--- config.mk ---
export PLATFORM = sky130hd
export DESIGN_NAME = uart_tx_module
export DESIGN_NICKNAME = d
export VERILOG_FILES = /design/src/rtl/uart_tx_module.sv
export SDC_FILE = /design/constraint.sdc
export NUM_CORES = 1
export LEC_CHECK = 0
export CAP_MARGIN = 15
export CORE_MARGIN = 4
export CORE_UTILIZATION = 45
export CTS_BUF_LIST = sky130_fd_sc_hd__clkbuf_16
export DETAILED_ROUTE_END_ITERATION = 6
export PLACE_DENSITY = 0.74
export SETUP_SLACK_MARGIN = 0.4
export SYNTH_ARGS = -nofsm -noshare
export SYNTH_HDL_FRONTEND = slang
export SYNTH_SLANG_ARGS = --single-unit
--- constraint.sdc ---
create_clock -name clk -period 2.1 [get_ports clk]
set_input_delay 0.525 -clock clk [delete_from_list [all_inputs] [get_ports clk]]
set_output_delay 0.525 -clock clk [all_outputs]
set_load 0.01 [all_outputs]
--- src/rtl/uart_tx_module.sv ---
// UART-style serial transmitter: start bit, DATA_W data bits LSB first, parity, stop.
// Each bit is held for CLKS_PER_BIT clocks; tx and busy come straight from flops.
module uart_tx_module #(
    parameter int DATA_W       = 8,
    parameter int CLKS_PER_BIT = 1,
    parameter int PARITY_ODD   = 0
) (
    input  logic              clk,
    input  logic              reset,
    input  logic              enable,
    input  logic [DATA_W-1:0] data_in,
    output logic              tx,
    output logic              busy
);

    typedef enum logic [2:0] {
        ST_IDLE   = 3'd0,
        ST_START  = 3'd1,
        ST_DATA   = 3'd2,
        ST_PARITY = 3'd3,
        ST_STOP   = 3'd4
    } state_t;

    localparam int CW = (CLKS_PER_BIT > 1) ? $clog2(CLKS_PER_BIT) : 1;
    localparam int BW = (DATA_W > 1) ? $clog2(DATA_W) : 1;
    localparam logic [CW-1:0] CLK_LAST = CW'(CLKS_PER_BIT - 1);
    localparam logic [BW-1:0] BIT_LAST = BW'(DATA_W - 1);

    function automatic logic calc_parity(input logic [DATA_W-1:0] d);
        logic p;
        p = ^d;
        if (PARITY_ODD != 0) begin
            p = ~p;
        end else begin
            p = p;
        end
        return p;
    endfunction

    state_t            state_r;
    logic [DATA_W-1:0] shift_r;
    logic              parity_r;
    logic [CW-1:0]     clk_cnt_r;
    logic [BW-1:0]     bit_cnt_r;
    logic              tx_r;
    logic              busy_r;
    logic              bit_end_s;

    assign bit_end_s = (clk_cnt_r == CLK_LAST);
    assign tx        = tx_r;
    assign busy      = busy_r;

    // Frame sequencer: shift register already holds the next bit to send,
    // so the registered tx value is set on the edge that starts each bit.
    always_ff @(posedge clk) begin
        if (reset) begin
            state_r   <= ST_IDLE;
            shift_r   <= '0;
            parity_r  <= 1'b0;
            clk_cnt_r <= '0;
            bit_cnt_r <= '0;
            tx_r      <= 1'b1;
            busy_r    <= 1'b0;
        end else begin
            case (state_r)
                ST_IDLE: begin
                    clk_cnt_r <= '0;
                    bit_cnt_r <= '0;
                    if (enable) begin
                        shift_r  <= data_in;
                        parity_r <= calc_parity(data_in);
                        state_r  <= ST_START;
                        tx_r     <= 1'b0;
                        busy_r   <= 1'b1;
                    end else begin
                        tx_r   <= 1'b1;
                        busy_r <= 1'b0;
                    end
                end
                ST_START: begin
                    if (bit_end_s) begin
                        clk_cnt_r <= '0;
                        bit_cnt_r <= '0;
                        tx_r      <= shift_r[0];
                        shift_r   <= shift_r >> 1;
                        state_r   <= ST_DATA;
                    end else begin
                        clk_cnt_r <= clk_cnt_r + CW'(1);
                    end
                end
                ST_DATA: begin
                    if (bit_end_s) begin
                        clk_cnt_r <= '0;
                        if (bit_cnt_r == BIT_LAST) begin
                            bit_cnt_r <= '0;
                            tx_r      <= parity_r;
                            state_r   <= ST_PARITY;
                        end else begin
                            bit_cnt_r <= bit_cnt_r + BW'(1);
                            tx_r      <= shift_r[0];
                            shift_r   <= shift_r >> 1;
                        end
                    end else begin
                        clk_cnt_r <= clk_cnt_r + CW'(1);
                    end
                end
                ST_PARITY: begin
                    if (bit_end_s) begin
                        clk_cnt_r <= '0;
                        tx_r      <= 1'b1;
                        state_r   <= ST_STOP;
                    end else begin
                        clk_cnt_r <= clk_cnt_r + CW'(1);
                    end
                end
                ST_STOP: begin
                    // End of stop: reload immediately for back-to-back frames
                    if (bit_end_s) begin
                        clk_cnt_r <= '0;
                        if (enable) begin
                            shift_r  <= data_in;
                            parity_r <= calc_parity(data_in);
                            state_r  <= ST_START;
                            tx_r     <= 1'b0;
                            busy_r   <= 1'b1;
                        end else begin
                            state_r <= ST_IDLE;
                            tx_r    <= 1'b1;
                            busy_r  <= 1'b0;
                        end
                    end else begin
                        clk_cnt_r <= clk_cnt_r + CW'(1);
                    end
                end
                default: begin
                    state_r   <= ST_IDLE;
                    clk_cnt_r <= '0;
                    bit_cnt_r <= '0;
                    tx_r      <= 1'b1;
                    busy_r    <= 1'b0;
                end
            endcase
        end
    end

endmodule

# [After elaboration in Yosys (flattened, before gate mapping)]
# Index checks and enable logic that the tools add are counted.
[classes] addsub=2 multipliers=0 n_eq_ne=12 shift=0 n_reduce_logical=14 muxes=31 n_bitwise=4 magnitude_cmp=0 div=0
[op_table] operator="8-bit 2-to-1 mux" n=5
[op_table] operator="8-bit one-hot mux with 4 select lines" n=1
[op_table] operator="3-bit 2-to-1 mux" n=9
[op_table] operator="3-bit one-hot mux with 5 select lines" n=1
[op_table] operator="2-bit != test, second input constant" n=7
[op_table] operator="1-bit 2-to-1 mux" n=11
[op_table] operator="3-bit one-hot mux with 3 select lines" n=1
[op_table] operator="8-bit parity" n=1
[op_table] operator="3-bit by 2-bit == test with 1-bit output, second input constant" n=2
[op_table] operator="3-bit == test, second input constant" n=2
[op_table] operator="6-bit AND reduction" n=1
[op_table] operator="3-bit OR reduction" n=2
[op_table] operator="1-bit one-hot mux with 5 select lines" n=1
[op_table] operator="5-bit AND reduction" n=1
[op_table] operator="1-bit inverter" n=4
[op_table] operator="2-bit AND reduction" n=2
[op_table] operator="4-bit AND reduction" n=1
[op_table] operator="4-bit nonzero test" n=1
[op_table] operator="4-bit OR reduction" n=1
[op_table] operator="3-bit by 1-bit adder with 3-bit output, second input constant" n=1
[op_table] operator="3-bit by 1-bit == test with 1-bit output, second input constant" n=1
[op_table] operator="3-bit logical NOT" n=1
[op_table] operator="1-bit one-hot mux with 3 select lines" n=1
[op_table] operator="3-bit AND reduction" n=1
[op_table] operator="4 further kinds" n=4
[totals] elab_cells=70 rom_bits=0 latchBits=0 in_bits=11 ram_bits=0 memories=0 reg_bits=18 out_inout_bits=2

# [Logic depth before layout (Yosys ltp)]
# Gate-level depths: netlist (run 1).
[depth] ltp_word=4 ltp_mapped=6

# [Worst setup path after synthesis (run 1)]
# No wires, ideal clock.
[synth_timing] path_kind="register to register" start="reg bit_cnt_r[0]" end="reg shift_r[0]" path_stages_with_launch=7 setup_slack_ns=0.398 arrival_ns=1.564 n_path_buf=0 setup_time_ns=0.137 synth_period_minus_slack_ns=1.702 path_cell_list="dfxtp_1 > ha_1 > ha_1 > or3_1 > o21a_1 > nand2_2 > a311oi_2"
[synth_between] elab_chain_len=3
[synth_rtl] item="from (decl)" line="44" source="logic [BW-1:0] bit_cnt_r;"
[synth_rtl] item="from (signal assigned)" line="99" source="bit_cnt_r <= bit_cnt_r + BW'(1);"
[synth_rtl] item="3-bit == test" line="94" source="if (bit_cnt_r == BIT_LAST) begin"
[synth_rtl] item="2-bit != test (no line)"
[synth_rtl] item="5-bit AND reduction (no line)"
[synth_rtl] item="to (signal assigned)" line="85" source="shift_r <= shift_r >> 1;"
[synth_rtl] item="to (signal assigned)" line="101" source="shift_r <= shift_r >> 1;"
[synth_rtl] item="to (signal assigned)" line="121" source="shift_r <= data_in;"
[synth_rtl] item="to (decl)" line="41" source="logic [DATA_W-1:0] shift_r;"
# No other way between the ends.
# A chain may end at the register's enable or synchronous reset.

# [Worst setup path in the final report (run 1)]
# Same ends and word-level chain as after synthesis.

==> results of run 1 <==
## worst paths after layout
| check | slack (ns) | endpoint | from | cells after the start |
|---|---|---|---|---|
| max | 0.41 | shift_r[0]$_SDFFE_PP0P_ | bit_cnt_r[0]$_SDFFE_PP0P_ | 7 |
| min | 0.46 | tx$_SDFFE_PP1P_ | tx$_SDFFE_PP1P_ | 1 |
| max reg2reg | 0.41 | shift_r[0]$_SDFFE_PP0P_ | bit_cnt_r[0]$_SDFFE_PP0P_ | 7 |
| min reg2reg | 0.46 | tx$_SDFFE_PP1P_ | tx$_SDFFE_PP1P_ | 1 |
## cell usage in the layout (no fill, tap or decap), types with 2 or more instances in the layout
| cell type | n |
|---|---|
| nor3_1 | 4 |
| a311oi_2 | 7 |
| buf_4 | 7 |
| nand2b_1 | 3 |
| nor3_2 | 5 |
| dfxtp_1 | 14 |
| clkdlybuf4s50_1 | 11 |
| nor2_1 | 7 |
| nand3b_1 | 2 |
| ha_4 | 2 |
| a21oi_1 | 4 |
| nand2_1 | 8 |
| xnor2_1 | 7 |
| a211o_1 | 2 |
| buf_6 | 2 |
| or3b_1 | 2 |
| mux2i_1 | 4 |
| o21ai_0 | 7 |
| clkbuf_16 | 3 |
| and3_1 | 2 |
| dfxtp_2 | 3 |
## stage by stage
| stage | setup slack, ns | std cells | hold slack [ns] | area (um2) |
|---|---|---|---|---|
| 6_report | 0.414 | 162 | 0.463 | 1430 |
| 3_5_place_dp | 0.00155 | 153 | 0.453 | 1230 |
| 4_1_cts | 0.401 | 159 | 0.465 | 1380 |
| 3_3_place_gp | 0.0518 | 153 | 0.444 | 1230 |
| 5_1_grt | 0.360 | 162 | 0.521 | 1430 |
| 2_1_floorplan | 0.412 | 117 | 0.444 | 1100 |
## what timing repair did
item | CTS | global route
gates resized for setup | 14 | 6
pin swaps | 3 | 10
setup endpoints to repair | 8 | 9
setup buffers | 2 | 3
## cells by family (layout without fill, tap and decap cells)
| family | Yosys count | count (layout) | share of synthesized area [%] |
|---|---|---|---|
| AO/OA/AOI/OAI | 30 | 30 | 24.7 |
| XOR/XNOR | 9 | 9 | 7.90 |
| adder cells (fa/ha/maj) | 4 | 4 | 4.35 |
| buffers and inverters | 8 | 25 | 4.58 |
| flip-flops | 18 | 18 | 33.0 |
| multiplexers | 4 | 4 | 3.66 |
| other | 1 | 1 | 0.343 |
| AND/OR/NAND/NOR | 43 | 43 | 21.5 |
## cell type report
cell class,count,share of cell area (%)
Sequential cell,18,25.8
Clock inverter,1,0.263
Timing Repair Buffer,21,13.6
Tap cell,28,2.45
Multi-Input combinational cell,91,52.7
Clock buffer,3,5.26
## registers in the layout, indices dropped and copies added (netlist names)
name	flops
busy	1
clk_cnt_r	1
shift_r	8
state_r	3
parity_r	1
bit_cnt_r	3
tx	1
## metal layers
metal  track usage [%]  vias up  part of all wire, %
met5                 0        -                    0
met4              5.30        0                  1.2
met3              5.20        4                  4.9
met2              25.6       25                   49
met1              21.3      458                   45
li1                  -      466                    -
## worst max-delay path, stage by stage, from the launching register on
cell and delay, ns:
dfxtp_4 0.34, ha_4 0.16, ha_4 0.16, or3_4 0.39, o21ai_4 0.16, buf_6 0.14, nor3_1 0.05, a311oi_2 0.20
## power groups by stage
stage | Clock [mW] | Combinational (mW) | Sequential [mW]
6_report | 0.386 | 0.270 | 0.409
5_1_grt | 0.408 | 0.294 | 0.414
4_1_cts | 0.393 | 0.265 | 0.408
3_5_place_dp | 0 | 0.246 | 0.412
3_3_place_gp | 0 | 0.239 | 0.410
2_1_floorplan | 0 | 0.193 | 0.401
==> flow_summary.yaml, run 1 <==
yosys:
  yosys.cell_count.top_type: "dfxtp_1"
  synth_enable_flop_cells: 0
  post_synth_instance_area_um2: 1090
  synth_area_leader_cell: "dfxtp_1"
  synth_top_area_share_pct: 33.0
  yosys_register_bits: 18
  ys_async_sr_fraction_pct: 0
  synth_nets: 131
  synth_flop_type: "dfxtp_1"
  synth_top_cells_by_count: "dfxtp_1 (18), nor3_1 (9), nand2_1 (8), nor2_1 (8)"
  ys_top_cells_by_area: "dfxtp_1 (33%), a311oi_2 (9.6%), xnor2_1 (5.6%), nor3_1 (4.1%), mux2i_1 (3.7%)"
  syn-mean-instance-area_um2: 9.35
  netlist-cell-type-count: 41
  ys_warn_count: 0
  synth_seq_area_share_pct: 33.0
  netlist_instances: 117
setup_path:
  start_kind: "register"
  worst_ep_required_time_ns: 2.26
  timing.critical_path.arrival_ns: 1.84
  path_max_fanout: 4
  critical_path.endpoint_type: "register"
  setup.worst_path.class: "reg -> reg"
drt:
  dr_total_vias: 953
  vias_per_cell: 5.88
  detail_route.drc_violations: 0
  routed_wire_length_per_instance_um: 15.4
  detail-route-antenna-nets: 0
  firstDrtPassIters: 4
  wl_mm: 2.49
  dr.first_iter.drc_count: 15
global_routing:
  grt_antenna_before_repair: 0
  grt_pass1_wl_mm: 4.22
  number_of_global_route_vias_before_repair: 910
  largest_net_degree_at_the_start_of_global_routing: 20
  grt_util_all_layers_pct: 16.3
  globalRouteOverflowTotal: 0
clock_tree:
  clk_root_buf: "clkbuf_16"
  clkSlewWorstSetupHoldPaths_ns: 0.05
  insertion_delay_ns: 0.25
  tritoncts: "built"
  cts.sink_count: 18
  cts.hold.buffers_added: 0
  cts-root-to-sink-buffers: 2
  htree_levels: 1
  cts_inserted_buffers: 3
layout:
  n_fill_cell: 198
  areaGrowthSynthToFinish_pct: 30.5
  sequential_cell_area_um2: 368
  drive_gt1_share_pct: 29.1
  antenna_cells_inserted: 0
  final_core_util_pct: 63.3
  multi_input_area_um2: 752
  layout.nets: 149
timing:
  setup_tns_ns: 0
  fin_skew_ns: 0.00274
  period_minus_slack_ns: 1.69
  maxSlewViolCount: 0
  setup_repair_after_global_routing_missed_its_margin: "true"
  maxClockFrequency_ghz: 0.593
  report.final.hold_viol_count: 0
  finalSetupViolations: 0
  timing.final.crit_share_pct: 80.3
pwr:
  p_int_uw: 765
  cellPowerDensity_nw_per_um2: 747
  irDropWorstVdd_uv: 531
  p_clk_share_pct: 36.3
  cellLeakagePower_nw: 0.523
  power.net_switching_uw: 301
  swShare_pct: 28.2
  share_comb_of_total_power_pct: 25.3
  finalPower_mw: 1.07
  power.sequential.fraction_pct: 38.4
die:
  floorplan.die.width_um: 57.3
  design.core.area_um2: 2250
  die_area_um2: 3280
  die_height_um: 57.3
  initial_utilization_pct: 48.5
  row_count: 17
  io_pins: 13
placement:
  portBuffers: 12
  routabilityCongestion: 0.830
  place_hpwl_mm: 1.66
run:
  max_cap_viol_count: 0
worst_hold_path:
  hold_class: "reg -> reg"
status:
  outcome: "completed"
No activity file was read; power rests on OpenSTA's default activity.
==> inputs of run 2 (changes only) <==
PLACE_DENSITY = 0.76   (was 0.74)
clock period = 1.5 ns   (was 2.1 ns; I/O delays follow)
==> run 2 against run 1 <==
The flow now finishes with violations (setup timing). Utilization increased by 12 points. Critical path depth unchanged. Setup slack got worse by 0.54 ns. First-iteration DRC count is the same. Global-route usage up 3.4 points. Register-to-register slack got worse by 0.54 ns. Sequential share of layout area down 3.7 points. Final cell count up 11%. Fmax grew 3.5%. Worst hold slack improved by 0.0043 ns. Critical path type unchanged. Largest power group unchanged. Highest routed layer unchanged.
==> flow_summary.yaml, run 2 (same netlist as run 1, synthesis figures left out) <==
clock_tree:
  clkSlewWorstSetupHoldPaths_ns: 0.06
  tritoncts: "built"
  insertion_delay_ns: 0.25
  htree_levels: 1
  clk_root_buf: "clkbuf_16"
  cts-root-to-sink-buffers: 2
  cts.sink_count: 18
  cts.hold.buffers_added: 0
  cts_inserted_buffers: 3
drt:
  routed_wire_length_per_instance_um: 16.9
  vias_per_cell: 5.76
  detail-route-antenna-nets: 0
  met2_length_mm: 1.57
  dr_total_vias: 1037
  met3RoutedLength_um: 141
  met1_length_mm: 1.30
  maxUsedRoutingLayer: "met4"
  firstDrtPassIters: 4
  dr.first_iter.drc_count: 15
  wl_mm: 3.04
  detail_route.drc_violations: 0
setup_path:
  r2r-start: "bit_cnt_r[0]$_SDFFE_PP0P_"
  crit_top_cell: "ha_4"
  critical_path.cell_chain: "ha_4 > ha_4 > or3_4 > o21ai_4 > buf_6 > nor3_2 > a311oi_2"
  critical_path.endpoint_type: "register"
  worst_ep_required_time_ns: 1.67
  max_stage_delay_ns: 0.35
  timing.critical_path.arrival_ns: 1.80
  start_kind: "register"
  critPathBufInv: 1
  critical-path-slowest-cell: "or3_4"
  path_max_fanout: 5
  critical-path-top-delay-family: "simple AND/OR/NAND/NOR gates"
  setup.worst_path.class: "reg -> reg"
  reg_to_reg_slack_setup_ns: -0.13
  cp-startpoint: "bit_cnt_r[0]$_SDFFE_PP0P_"
die:
  design.core.area_um2: 2250
  io_pins: 13
  row_count: 17
  initial_utilization_pct: 48.5
  die_area_um2: 3280
  die_height_um: 57.3
  floorplan.die.width_um: 57.3
timing:
  timing.final.crit_share_pct: 109
  finalSetupViolations: 10
  layout_setup_ws_ns: -0.129
  period_minus_slack_ns: 1.63
  maxSlewViolCount: 0
  maxClockFrequency_ghz: 0.614
  fin_skew_ns: 0.00516
  report.final.hold_viol_count: 0
  setup_repair_after_global_routing_missed_its_margin: "true"
placement:
  portBuffers: 12
  worst_slack_at_placement_ns: -0.402
  routabilityCongestion: 0.780
  place_hpwl_mm: 1.92
global_routing:
  grt_util_all_layers_pct: 19.7
  globalRouteOverflowTotal: 0
  largest_net_degree_at_the_start_of_global_routing: 18
  grt_pass1_wl_mm: 5.04
  number_of_global_route_vias_before_repair: 1087
  grt_antenna_before_repair: 0
layout:
  drive_gt1_share_pct: 51.3
  antenna_cells_inserted: 0
  layout.cells.most_common_list: "buf_4 (20), dfxtp_1 (10), dlygate4sd2_1 (9)"
  most_frequent_standard_cell_in_the_layout_excluding_fill_and_tap_cells: "buf_4"
  largest_register_ff_count: 8
  top_regs: "shift_r (8), bit_cnt_r (3), state_r (3)"
  areaGrowthSynthToFinish_pct: 54.5
  max_flop_register: "shift_r"
  layout.nets: 167
worst_hold_path:
  min-delay-start: "tx$_SDFFE_PP1P_"
  hold_class: "reg -> reg"
status:
  failed_checks: "setup timing"
  outcome: "finished with violations"
pwr:
  cellPowerDensity_nw_per_um2: 943
  irDropWorstVdd_uv: 978
  cellLeakagePower_nw: 0.657
  finalPower_mw: 1.59
run:
  max_cap_viol_count: 0
run 2: final timing paths:
path,endpoint,cells after the start
worst min register to register,tx$_SDFFE_PP1P_,1
worst max register to register,shift_r[4]$_SDFFE_PP0P_,7
worst min-delay path,tx$_SDFFE_PP1P_,1
worst max-delay path,shift_r[4]$_SDFFE_PP0P_,7
run 2: power by group:
| group | internal (mW) | switching [mW] | total, mW |
|---|---|---|---|
| combinational | 0.235 | 0.237 | 0.472 |
| sequential | 0.530 | 0.0448 | 0.574 |
| clock | 0.355 | 0.191 | 0.546 |
run 2: final cells by class:
cell class	instances	area, um2
Multi-Input combinational cell	91	872
Timing Repair Buffer	39	330
Tap cell	28	35.0
Clock buffer	3	75.1
Clock inverter	1	3.75
Fill cell	178	566
Sequential cell	18	373
run 2: layer usage:
layer | vias to the layer above | track usage [%]
met5 | - | 0
met4 | 0 | 5.30
met3 | 4 | 5.88
met2 | 25 | 33.8
met1 | 506 | 24.0
li1 | 502 | -
run 2: through the flow:
stage / area, um2 / instances / setup TNS, ns / hold slack (ns) / utilization, %
final: 1690 / 180 / -1.05 / 0.467 / 74.9
after global routing: 1690 / 180 / -1.56 / 0.491 / 74.9
after CTS: 1620 / 178 / -1.01 / 0.486 / 71.8
after detailed placement: 1420 / 165 / -3.49 / 0.476 / 62.9
after global placement: 1420 / 165 / -3.32 / 0.451 / 62.9
after floorplan: 1190 / 117 / -1.27 / 0.448 / -
run 2: timing repair:
action,4_1_cts,5_1_grt
resized for setup,34,13
gates cloned,0,0
pin swaps,18,3
endpoints found under the setup margin,18,19
setup buffers,9,2
